`config.mk`:
```
export PLATFORM = sky130hd
export DESIGN_NAME = aes_inv_sbox_dom
export DESIGN_NICKNAME = d
export VERILOG_FILES = /design/src/rtl/aes_pkg.sv /design/src/rtl/aes_dom_inverse_gf2p8.sv /design/src/rtl/aes_inv_sbox_dom.sv
export SDC_FILE = /design/constraint.sdc
export NUM_CORES = 2
export LEC_CHECK = 0
export ABC_AREA = 1
export CORE_MARGIN = 2
export CORE_UTILIZATION = 47
export CTS_BUF_LIST = sky130_fd_sc_hd__clkbuf_16
export CTS_CLUSTER_SIZE = 8
export DETAILED_ROUTE_END_ITERATION = 16
export PLACE_DENSITY = 0.71
export SLEW_MARGIN = 5
export SYNTH_ARGS = -nofsm -noshare
export SYNTH_HDL_FRONTEND = slang
export SYNTH_SLANG_ARGS = --single-unit
```
`constraint.sdc`:
```
create_clock -name clk_i -period 14.2 [get_ports clk_i]
set_input_delay 2.84 -clock clk_i [delete_from_list [all_inputs] [get_ports clk_i]]
set_output_delay 2.84 -clock clk_i [all_outputs]
set_load 0.02 [all_outputs]
```
`src/rtl/aes_pkg.sv`:
```
// Shared constants and GF(2^8) helpers for the masked AES S-box datapath.
// AES_INV_SBOX_OUT_REG_EN moves the completion count from 4 to 5 (output register stage).
package aes_pkg;

   // Row i of each matrix (bits [8*i +: 8]) selects the input bits XORed into output bit i.
   // X is the polynomial basis used by the DOM inverter, so S2X is the inverse affine map alone.
   localparam logic [63:0] S2X = 64'h5229_944A_2592_49A4;
   localparam logic [63:0] X2A = 64'h8040_2010_0804_0201;

`ifdef AES_INV_SBOX_OUT_REG_EN
   localparam logic [2:0] DONE_CNT = 3'd5;
`else
   localparam logic [2:0] DONE_CNT = 3'd4;
`endif

   // Multiply modulo x^8 + x^4 + x^3 + x + 1.
   function automatic logic [7:0] gf_mul(input logic [7:0] a, input logic [7:0] b);
      logic [7:0] acc;
      logic [7:0] sh;
      acc = 8'h00;
      sh  = a;
      for (int i = 0; i < 8; i++) begin
         if (b[i]) acc = acc ^ sh;
         sh = {sh[6:0], 1'b0} ^ (sh[7] ? 8'h1B : 8'h00);
      end
      return acc;
   endfunction

   // a^(2^k); squaring is linear, so it is applied to each share on its own.
   function automatic logic [7:0] gf_pow2k(input logic [7:0] a, input int k);
      logic [7:0] r;
      r = a;
      for (int i = 0; i < k; i++) r = gf_mul(r, r);
      return r;
   endfunction

endpackage

```
`src/rtl/aes_dom_inverse_gf2p8.sv`:
```
// Two-share DOM inversion x^254 over GF(2^8): one masked multiplication per write-enabled stage,
// following the chain x^3, x^15, x^252, x^254.
module aes_dom_inverse_gf2p8
   import aes_pkg::*;
(
   input  logic        clk_i,
   input  logic        rst_ni,
   input  logic [3:0]  we_i,
   input  logic [7:0]  a0_i,
   input  logic [7:0]  a1_i,
   input  logic [27:0] prd_i,
   output logic [7:0]  b0_o,
   output logic [7:0]  b1_o
);

   // Cross-domain products are remasked with r before they meet the other domain.
   function automatic logic [15:0] dom_mul(input logic [7:0] x0, input logic [7:0] x1,
                                           input logic [7:0] y0, input logic [7:0] y1,
                                           input logic [7:0] r);
      logic [7:0] c0;
      logic [7:0] c1;
      c0 = gf_mul(x0, y0) ^ (gf_mul(x0, y1) ^ r);
      c1 = gf_mul(x1, y1) ^ (gf_mul(x1, y0) ^ r);
      return {c1, c0};
   endfunction

   logic [1:0][7:0] x_q,    x_d;
   logic [1:0][7:0] p3_q,   p3_d;
   logic [1:0][7:0] p15_q,  p15_d;
   logic [1:0][7:0] p252_q, p252_d;
   logic [1:0][7:0] p254_q, p254_d;

   always_comb begin
      x_d    = x_q;
      p3_d   = p3_q;
      p15_d  = p15_q;
      p252_d = p252_q;
      p254_d = p254_q;
      if (we_i[0]) begin
         x_d  = {a1_i, a0_i};
         p3_d = dom_mul(gf_pow2k(a0_i, 1), gf_pow2k(a1_i, 1), a0_i, a1_i, prd_i[7:0]);
      end
      if (we_i[1])
         p15_d = dom_mul(gf_pow2k(p3_q[0], 2), gf_pow2k(p3_q[1], 2), p3_q[0], p3_q[1], prd_i[15:8]);
      if (we_i[2])
         p252_d = dom_mul(gf_pow2k(p15_q[0], 4), gf_pow2k(p15_q[1], 4),
                          gf_pow2k(p3_q[0], 2), gf_pow2k(p3_q[1], 2), prd_i[23:16]);
      if (we_i[3])
         p254_d = dom_mul(p252_q[0], p252_q[1], gf_pow2k(x_q[0], 1), gf_pow2k(x_q[1], 1),
                          prd_i[27:20]);
   end

   always_ff @(posedge clk_i or negedge rst_ni) begin
      if (!rst_ni) begin
         x_q    <= '0;
         p3_q   <= '0;
         p15_q  <= '0;
         p252_q <= '0;
         p254_q <= '0;
      end else begin
         x_q    <= x_d;
         p3_q   <= p3_d;
         p15_q  <= p15_d;
         p252_q <= p252_d;
         p254_q <= p254_d;
      end
   end

   assign b0_o = p254_q[0];
   assign b1_o = p254_q[1];

endmodule

```
`src/rtl/aes_inv_sbox_dom.sv`:
```
// First-order DOM-masked AES inverse S-box with an en/req/ack completion handshake.
// Define AES_INV_SBOX_OUT_REG_EN to register data_o/mask0_o (one extra stage of latency).
module aes_inv_sbox_dom
   import aes_pkg::*;
(
   input  logic        clk_i,
   input  logic        rst_ni,
   input  logic        en_i,
   output logic        out_req_o,
   input  logic        out_ack_i,
   input  logic [7:0]  data_i,
   input  logic [7:0]  mask0_i,
   input  logic [27:0] prd_i,
   output logic [7:0]  data_o,
   output logic [7:0]  mask0_o
);

   logic [2:0] count_q, count_d;
   logic [3:0] we;
   logic [7:0] data_c;
   logic [7:0] in0_x, in1_x;
   logic [7:0] inv0_x, inv1_x;
   logic [7:0] out0_a, out1_a;

   // The 0x63 constant is removed on the data share only, keeping the mask share linear.
   assign data_c = data_i ^ 8'h63;

   always_comb begin
      in0_x = 8'h00;
      in1_x = 8'h00;
      for (int i = 0; i < 8; i++) begin
         in0_x[i] = ^(data_c  & S2X[8*i +: 8]);
         in1_x[i] = ^(mask0_i & S2X[8*i +: 8]);
      end
   end

   genvar gi;
   generate
      for (gi = 0; gi < 4; gi++) begin : g_we
         assign we[gi] = en_i & (count_q == 3'(gi));
      end
   endgenerate

   aes_dom_inverse_gf2p8 u_inverse (
      .clk_i  (clk_i),
      .rst_ni (rst_ni),
      .we_i   (we),
      .a0_i   (in0_x),
      .a1_i   (in1_x),
      .prd_i  (prd_i),
      .b0_o   (inv0_x),
      .b1_o   (inv1_x)
   );

   always_comb begin
      out0_a = 8'h00;
      out1_a = 8'h00;
      for (int i = 0; i < 8; i++) begin
         out0_a[i] = ^(inv0_x & X2A[8*i +: 8]);
         out1_a[i] = ^(inv1_x & X2A[8*i +: 8]);
      end
   end

   assign out_req_o = en_i & (count_q == DONE_CNT);

   always_comb begin
      count_d = count_q;
      if (out_req_o && out_ack_i)
         count_d = 3'd0;
      else if (en_i && (count_q != DONE_CNT))
         count_d = count_q + 3'd1;
   end

   always_ff @(posedge clk_i or negedge rst_ni) begin
      if (!rst_ni) count_q <= 3'd0;
      else         count_q <= count_d;
   end

`ifdef AES_INV_SBOX_OUT_REG_EN
   logic [7:0] out_data_q, out_data_d;
   logic [7:0] out_mask_q, out_mask_d;

   always_comb begin
      out_data_d = out_data_q;
      out_mask_d = out_mask_q;
      if (en_i && (count_q == 3'd4)) begin
         out_data_d = out0_a;
         out_mask_d = out1_a;
      end
   end

   always_ff @(posedge clk_i or negedge rst_ni) begin
      if (!rst_ni) begin
         out_data_q <= 8'h00;
         out_mask_q <= 8'h00;
      end else begin
         out_data_q <= out_data_d;
         out_mask_q <= out_mask_d;
      end
   end

   assign data_o  = out_data_q;
   assign mask0_o = out_mask_q;
`else
   assign data_o  = out0_a;
   assign mask0_o = out1_a;
`endif

endmodule

```
==> results_dict.tcl <==
set metrics [dict create \
    globalRouteOverflowTotal 0 \
    fin_crit_sh_pct 64.1 \
    synth_seq_cells 83 \
    cts_sinks 83 \
    crit_type "reg2reg" \
    path_clk_slew_ns 0.08 \
    final_area_sq_um 41600 \
    dpl_cell_area_sq_um 41300 \
    yosys-top-cells-area "nand2_1, xor2_1, xnor2_1, nand3_1, nor2_1" \
    status "finished, final reports clean" \
    syn-cell-area_sq_um 39900 \
    synth-edff-count 0 \
    cts_max_level 3 \
    tns_ns 0 \
    netlist_instances 7327 \
    drive_gt1_share_pct 6.98 \
    core_area_sq_um 83800 \
    finalSetupViolCount 0 \
    insertion_delay_ns 0.39 \
    rows 106 \
    die_area_sq_um 87300 \
    io_buffer_count 64 \
    antenna_found_initial 7 \
    cts_setup_buffers 0 \
    start_kind "flop" \
    critPathRequiredTime_ns 14.46 \
    whs_ns 0.488 \
    maxCapViolations 0 \
    die_y_microns 295 \
    synth-async-reset-ratio_pct 100 \
    gp_congestion 0.961 \
    nets 7298 \
    fillers 8920 \
    yosysWarnings 0 \
    fin_crit_ns 9.10 \
    cts.path.max_buffers 2 \
    synth_top_area_share_pct 27.0 \
    wl_per_cell_microns 14.6 \
    worstHoldPathType "reg2reg" \
    die_w_microns 295 \
    maxSlewHeadroom_pct 19.4 \
    rrSetupSlack_ns 5.10 \
    cts_made_buffers 9 \
    initial_core_util_pct 47.6 \
    finalHoldViolations 0 \
    drc 0 \
    num_vias 43700 \
    cts-root-buf "clkbuf_16" \
    slowest_stage "dfrtp_1" \
    ctsResizeCount 0 \
    worst_slew_pin_slew_ns 1.20 \
    drv_slew 0 \
    crit_top_cell "nand2_1" \
    grt_max_degree 58 \
    synth_cell_types 49 \
    syn_avg_cell_area_sq_um 5.45 \
    max_freq_ghz 0.110 \
    track_usage_pct 27.7 \
    dp.final_hpwl_mm 92.1 \
    syn2layout_area_growth_pct 4.20 \
    critPathCaptureType "flop" \
    cts_hold_buf 0 \
    synth_top_flop_cell "dfrtp_1" \
    fin_worst_skew_ns 0.0173 \
    finalWirelength_mm 122 \
    rsz0062_at_grt "false" \
    synthesis.nets 7396 \
    cp_max_fo 18 \
    io_pins 65 \
    grt_pass1_wl_mm 202 \
    grt_pass1_vias 40300 \
    cp_data_arrival_time_ns 9.36 \
    cts_tree "yes" \
    ant_nets 0 \
    ys_seq_area_share_pct 5.20 \
    yosys.area.top_type "nand2_1" \
    first_pass_iters 6 \
    routed_via_density 5.22 \
    max_stage_delay_ns 0.74 \
    drt_iter0_drc 3820 \
]
[critical path, delay by kind of cell (launching register included)]
| family | cells | cell delay, ns |
|---|---|---|
| buffers and inverters | 6 | 0.57 |
| flip-flops | 1 | 0.74 |
| adder cells (fa/ha/maj) | 3 | 1.10 |
| AO/OA/AOI/OAI | 1 | 0.17 |
| AND/OR/NAND/NOR | 51 | 6.36 |
[synthesized netlist by cell type, types with 2 or more instances]
| cell | count |
|---|---|
| nand2_2 | 173 |
| or3_1 | 3 |
| clkinv_1 | 25 |
| buf_2 | 30 |
| o21ai_1 | 14 |
| ha_1 | 21 |
| nor2_2 | 12 |
| nor2_1 | 661 |
| nand3_1 | 700 |
| nand3b_1 | 32 |
| nand2_8 | 4 |
| nand3_4 | 4 |
| xor2_2 | 3 |
| buf_4 | 18 |
| buf_6 | 20 |
| dfrtp_1 | 83 |
| a21o_1 | 2 |
| nand2_1 | 2867 |
| o21ai_0 | 143 |
| nand2_4 | 41 |
| or2_1 | 14 |
| inv_2 | 78 |
| xor2_1 | 970 |
| xnor2_1 | 480 |
| a21oi_1 | 25 |
| nand4_1 | 39 |
| inv_6 | 2 |
| xnor2_2 | 2 |
| o22ai_1 | 3 |
| nor2_4 | 6 |
| inv_4 | 7 |
| inv_1 | 568 |
| o21bai_1 | 10 |
| or2_2 | 48 |
| buf_8 | 2 |
| clkbuf_1 | 135 |
| buf_1 | 18 |
| o211ai_1 | 8 |
| nand3_2 | 46 |
[registers in the layout, indices dropped and copies added (netlist names)]
register	count
count_q	3
u_inverse.b0_o	8
u_inverse.b1_o	8
u_inverse.p15_q	16
u_inverse.p252_q	16
u_inverse.p3_q	16
u_inverse.x_q	16
[layer usage]
layer	wire [microns]	track usage (%)
met5	26	0
met4	3790	9.77
met3	9050	2.42
met2	55900	47.1
met1	53500	36.5
[stage by stage]
step	std cells	setup slack, ns	util, %
after floorplan	7327	6.79	-
after global placement	8352	5.25	49.2
after detailed placement	8352	5.16	49.2
after CTS	8368	5.31	49.6
after global routing	8373	4.19	49.6
final	8374	5.10	49.6
[cells in the final DEF (no fill, tap or decap), drive strengths merged]
master | netlist | final
nand4 | 39 | 39
a21o | 2 | 2
nor3 | 1 | 1
clkbuf | 137 | 9
xnor2 | 482 | 482
o211ai | 8 | 8
clkinv | 25 | 28
o31ai | 1 | 1
o21bai | 11 | 11
a21oi | 26 | 26
dfrtp | 83 | 83
xor2 | 973 | 973
bufinv | 0 | 1
nand3b | 32 | 32
or3 | 3 | 3
o22ai | 3 | 3
diode | 0 | 6
o21ai | 157 | 157
a31oi | 1 | 1
a31o | 1 | 1
inv | 656 | 659
or2 | 63 | 63
ha | 21 | 21
nand3 | 750 | 750
buf | 88 | 53
clkdlybuf4s50 | 0 | 63
nand2 | 3085 | 3085
nor2 | 679 | 679
[cell families after synthesis]
logic type                 synth area share (%)
AOI/OAI and AO/OA                          2.81
xor gates and xnor gates                   32.0
adders and majority gates                 0.658
buffers and inverters                      9.32
DFF                                        5.20
and+or+nand+nor                            50.0
[final cells by class]
class                      instances  area, sq um  share of cell area (%)
antenna                            6         15.0                  0.0361
clock buffer                       9          225                   0.542
clock inverter                     7         81.3                   0.196
inverter                         681         2590                    6.23
multi-input combinational       6338        34200                    82.1
sequential                        83         2080                    4.99
tap                             1134         1420                    3.41
timing repair buffer             116         1030                    2.47
[final timing paths]
check | endpoint | cells after the start | startpoint
min in group asynchronous | u_inverse.b0_o[5] | 1 | rst_ni
min | u_inverse.b1_o[0] | 2 | u_inverse.b1_o[0]
max reg2reg | u_inverse.p252_q[9] | 61 | u_inverse.p15_q[15]
min reg2reg | u_inverse.b1_o[0] | 2 | u_inverse.b1_o[0]
max in group asynchronous | u_inverse.x_q[7] | 2 | rst_ni
max | u_inverse.p252_q[9] | 61 | u_inverse.p15_q[15]
Power is not shown: default switching activity piles up to over one toggle a cycle in this logic, so the estimate is an artifact.
